### config.mk
export PLATFORM = sky130hd
export DESIGN_NAME = lda_ctrl
export DESIGN_NICKNAME = d
export VERILOG_FILES = /design/src/rtl/lda_ctrl.sv
export SDC_FILE = /design/constraint.sdc
export NUM_CORES = 1
export LEC_CHECK = 0
export CAP_MARGIN = 10
export CELL_PAD_IN_SITES_DETAIL_PLACEMENT = 0
export CELL_PAD_IN_SITES_GLOBAL_PLACEMENT = 1
export CORE_MARGIN = 1.5
export CORE_UTILIZATION = 28
export DETAILED_ROUTE_END_ITERATION = 10
export HOLD_SLACK_MARGIN = 0.05
export MAX_ROUTING_LAYER = met4
export PLACE_DENSITY = 0.79
export SYNTH_ARGS = -nofsm -noshare
export SYNTH_HDL_FRONTEND = slang
export SYNTH_SLANG_ARGS = --single-unit
export TNS_END_PERCENT = 30
### constraint.sdc
create_clock -name i_clk -period 2.5 [get_ports i_clk]
set_clock_uncertainty 0.05 [all_clocks]
set_input_delay 0.5 -clock i_clk [delete_from_list [all_inputs] [get_ports i_clk]]
set_output_delay 0.5 -clock i_clk [all_outputs]
set_load 0.02 [all_outputs]
### src/rtl/lda_ctrl.sv
// ---------------------------------------------------------------------------
// lda_ctrl - control FSM for the Bresenham line-drawing datapath.
//
// Accepts a draw request through a start/ready handshake, then steps the
// datapath through endpoint load, steep swap, order swap, parameter latch and
// init. After that it loops CHECK -> PLOT -> UPD_ERR -> UPD_XY until the
// datapath reports x past the end point. Each pixel goes to the framebuffer
// writer through a valid/ready handshake, and the line ends with a one-cycle
// done pulse.
//
// Ports:
//   i_clk, i_reset      clock; synchronous active-high reset
//   i_start             draw request, accepted only in IDLE
//   i_abort             abandon the current line (ignored in IDLE)
//   i_x_past_end        datapath: registered x is beyond x1
//   i_plot_ready        framebuffer writer accepts the current pixel
//   o_ready / o_busy    idle indication and its inverse
//   o_done              one-cycle end-of-line pulse
//   o_plot              pixel valid
//   o_set_x0x1y0y1, o_set_steep, o_set_x0gtx1, o_set_params, o_init,
//   o_upd_err, o_upd_xy datapath strobes, one per state
//   o_npix              pixels accepted in the current or last line
// ---------------------------------------------------------------------------
module lda_ctrl #(
    parameter int CNT_W = 10
) (
    input  logic             i_clk,
    input  logic             i_reset,
    input  logic             i_start,
    input  logic             i_abort,
    input  logic             i_x_past_end,
    input  logic             i_plot_ready,
    output logic             o_ready,
    output logic             o_busy,
    output logic             o_done,
    output logic             o_plot,
    output logic             o_set_x0x1y0y1,
    output logic             o_set_steep,
    output logic             o_set_x0gtx1,
    output logic             o_set_params,
    output logic             o_init,
    output logic             o_upd_err,
    output logic             o_upd_xy,
    output logic [CNT_W-1:0] o_npix
);

    localparam logic [3:0] S_IDLE    = 4'd0;
    localparam logic [3:0] S_LOAD    = 4'd1;
    localparam logic [3:0] S_STEEP   = 4'd2;
    localparam logic [3:0] S_ORDER   = 4'd3;
    localparam logic [3:0] S_PARAMS  = 4'd4;
    localparam logic [3:0] S_INIT    = 4'd5;
    localparam logic [3:0] S_CHECK   = 4'd6;
    localparam logic [3:0] S_PLOT    = 4'd7;
    localparam logic [3:0] S_UPD_ERR = 4'd8;
    localparam logic [3:0] S_UPD_XY  = 4'd9;
    localparam logic [3:0] S_DONE    = 4'd10;

    logic [3:0]       state;
    logic [3:0]       state_next;
    logic [CNT_W-1:0] npix;

    always_comb begin
        state_next = state;
        case (state)
            S_IDLE:    if (i_start) state_next = S_LOAD;
            S_LOAD:    state_next = S_STEEP;
            S_STEEP:   state_next = S_ORDER;
            S_ORDER:   state_next = S_PARAMS;
            S_PARAMS:  state_next = S_INIT;
            S_INIT:    state_next = S_CHECK;
            S_CHECK:   state_next = i_x_past_end ? S_DONE : S_PLOT;
            S_PLOT:    if (i_plot_ready) state_next = S_UPD_ERR;
            S_UPD_ERR: state_next = S_UPD_XY;
            S_UPD_XY:  state_next = S_CHECK;
            S_DONE:    state_next = S_IDLE;
            default:   state_next = S_IDLE;
        endcase
        // Abort overrides every other transition once a line is in progress.
        if (i_abort && (state != S_IDLE)) state_next = S_IDLE;
    end

    always_ff @(posedge i_clk) begin
        if (i_reset) state <= S_IDLE;
        else         state <= state_next;
    end

    // Counter is cleared as the request is accepted so it already reads zero
    // during LOAD. A pixel handshaken in the same cycle as an abort still
    // counts, because the writer has taken it.
    always_ff @(posedge i_clk) begin
        if (i_reset) begin
            npix <= '0;
        end else if ((state == S_IDLE) && i_start) begin
            npix <= '0;
        end else if ((state == S_PLOT) && i_plot_ready && (npix != '1)) begin
            npix <= npix + CNT_W'(1);
        end
    end

    assign o_ready        = (state == S_IDLE);
    assign o_busy         = (state != S_IDLE);
    assign o_done         = (state == S_DONE);
    assign o_plot         = (state == S_PLOT);
    assign o_set_x0x1y0y1 = (state == S_LOAD);
    assign o_set_steep    = (state == S_STEEP);
    assign o_set_x0gtx1   = (state == S_ORDER);
    assign o_set_params   = (state == S_PARAMS);
    assign o_init         = (state == S_INIT);
    assign o_upd_err      = (state == S_UPD_ERR);
    assign o_upd_xy       = (state == S_UPD_XY);
    assign o_npix         = npix;

endmodule
==> run_results.csv <==
group,metric,value,unit
place,post-place-ws,0.380,ns
clocking,cts.sinks,14,
route,drc_errors,0,
sta,slew_headroom,0.727,
logic_synthesis,synthArstFlopShare,0,
clocking,hold_buffers,0,
power,p_leak,0.426,nW
floorplan,core_region_area,3030,um2
clocking,cts_htree_levels,1,
power,total_power,601,uW
route,wl_per_cell,12.1,um
route,drt_iter0_drc,28,
sta,worst_pin_slew,0.409,ns
clocking,cts-root-buf,"clkbuf_4",
setup_path,cp.arrival,1.81,ns
sta,max_freq,424,MHz
cells_and_area,antennaDiodeCount,0,
clocking,clockBufferDepth,2,
place,io_buffers,26,
logic_synthesis,ys_seq_elements,14,
clocking,cts.clk_slew.worst_paths,0.09,ns
outcome,run_status,"completed",
power,powerDensity,503,nW/um2
floorplan,pin_count,27,
sta,finalWorstSetupSlack,0.142,ns
cells_and_area,syn2layout_area_growth,35.8,%
place,place.gp.congestion,0.867,
clocking,cts_tree,"done",
global_routing,grt_pass1_vias,809,
global_routing,grt-ovfl-total,0,
cells_and_area,nets,141,
sta,drv_slew,0,
floorplan,dieArea,3490,um2
route,routed_wl,2140,um
floorplan,rows,20,
logic_synthesis,yosys_warnings,0,
run,maxCapViolations,0,
sta,finalSetupViolCount,0,
logic_synthesis,synthDistinctLibCells,40,
sta,rsz0062_at_grt,"false",
logic_synthesis,synth_edf_count,0,
logic_synthesis,ys.flop_type,"dfxtp_1",
global_routing,grt_pass1_wl,3530,um
clocking,numCtsBuffers,3,
clocking,clock_latency,0.27,ns
setup_path,required,1.95,ns
route,num_vias,912,
global_routing,grt_max_degree,14,
cells_and_area,multiInputGateArea,542,um2
route,via_per_inst,5.15,
setup_path,criticalPathCategory,"register to output pin",
logic_synthesis,yosysSeqAreaShare,0.319,
sta,finalSetupTns,0,ns
setup_path,r2r_end,"o_npix[4]",
floorplan,initial_core_util,0.290,
place,dpl.hpwl,1560,um
setup_path,startpoint,"state[0]",
min_path,min_path_type,"register to register",
sta,hold_viol_final,0,
floorplan,fp.dieW,59.1,um
setup_path,crit_end,"o_set_x0x1y0y1",
logic_synthesis,avgSynthCellArea,8.07,um2
setup_path,cp_max_fo,13,
logic_synthesis,syn-num-nets,116,
route,dr.pass1.iters,4,
global_routing,track_usage,0.130,
sta,period_share,0.943,
power,peakVddDrop,214,uV
min_path,min_from,"o_npix[5]",
setup_path,reg2reg_slack,0.61,ns
logic_synthesis,syn_inst,109,
cells_and_area,sequential_cell_area,280,um2
route,drtAntennaViolNets,0,
setup_path,reg2regPathDepth,5,
floorplan,die_h,59.1,um
logic_synthesis,netlist_area,880,um2
cells_and_area,drive_gt1_frac,0.0827,
sta,period_minus_slack,2.36,ns
setup_path,end_kind,"output pin",
cells_and_area,n_fill_cell,318,
setup_path,r2r_start,"state[0]",
setup_path,cp-start-kind,"register",
global_routing,antenna_found_initial,0,
[critical path, cell delays in order, from the launching register on]
cell	delay, ns
dfxtp_1	0.58
nand2b_1	0.16
nor3_1	0.16
clkdlybuf4s50_1	0.63
[flip-flops by register name, summed over array words and instances (netlist names)]
name and flops:
o_npix 10, state 4
[per-layer routing]
layer / wire length [um] / vias to the layer above / GRT usage
li1: - / 459 / -
met2: 956 / 27 / 0.206
met1: 1080 / 424 / 0.177
met5: 0 / - / -
met4: 12 / 0 / 0.0195
met3: 94 / 2 / 0.0218
[cells in the final DEF, fill, tap and decap left out, types with 3 or more instances in the layout]
master / Yosys / layout
nor3_1: 6 / 6
nor2_1: 5 / 5
nand2_1: 8 / 8
and3_1: 3 / 3
o31ai_1: 3 / 3
or4_1: 4 / 4
clkdlybuf4s50_1: 0 / 25
nand3_1: 5 / 5
inv_1: 3 / 3
a21oi_1: 12 / 12
nand2b_1: 4 / 4
o21ai_0: 5 / 5
dfxtp_1: 14 / 14
clkbuf_4: 0 / 3
[synth_stat cells, drive strengths merged (3+ instances only)]
master / instances / area share
a21oi: 12 / 0.068
and3: 3 / 0.021
buf: 4 / 0.040
clkbuf: 3 / 0.013
dfxtp: 14 / 0.32
inv: 3 / 0.013
nand2: 9 / 0.047
nand2b: 4 / 0.028
nand3: 6 / 0.048
nor2: 5 / 0.021
nor3: 6 / 0.034
o21ai: 5 / 0.028
o31ai: 3 / 0.026
or4: 4 / 0.034
[repair_timing]
item / in CTS / in global routing
setup endpoints to repair: 0 / 1
setup buffers: 0 / 0
gates resized for setup: 0 / 1
[area by class of cell]
| cell class | count | share of cell area |
|---|---|---|
| clock buffer | 4 | 0.0304 |
| inverter | 3 | 0.00942 |
| multi-input combinational | 85 | 0.453 |
| sequential | 14 | 0.235 |
| tap | 44 | 0.0461 |
| timing repair buffer | 27 | 0.226 |
[cell families (layout without fill, tap and decap cells)]
kind of cell / Yosys count / in the layout / share of synthesized area
xor gates and xnor gates: 1 / 1 / 0.00996
muxes: 1 / 1 / 0.0114
adders and majority gates: 1 / 1 / 0.0142
buffers and inverters: 10 / 34 / 0.0654
AOI/OAI and AO/OA: 31 / 31 / 0.220
DFF: 14 / 14 / 0.319
and+or+nand+nor: 51 / 51 / 0.360
[metrics by stage]
step | util | hold slack, ns | instances | area, um2
global route | 0.395 | 0.494 | 177 | 1190
floorplan | - | 0.507 | 109 | 880
finish | 0.395 | 0.454 | 177 | 1190
CTS | 0.394 | 0.447 | 177 | 1190
detailed placement | 0.382 | 0.435 | 173 | 1160
global placement | 0.382 | 0.422 | 173 | 1160
[power breakdown]
part	internal [mW]	leakage [nW]	switching (mW)
sequential	0.232	0.113	0.0264
combinational	0.0811	0.291	0.0995
clock	0.0885	0.0210	0.0736
[how the worst min path moves through the flow]
| stage | to | slack [ns] | cells past startpoint |
|---|---|---|---|
| after detailed placement | o_npix[5] | 0.43 | 2 |
| after floorplan | o_npix[5] | 0.51 | 2 |
| after global routing | o_npix[5] | 0.49 | 2 |
| final | o_npix[5] | 0.45 | 2 |
| after CTS | o_npix[5] | 0.45 | 2 |
| after global placement | o_npix[5] | 0.42 | 2 |
Note: power is estimated with default switching activity, not from simulation.
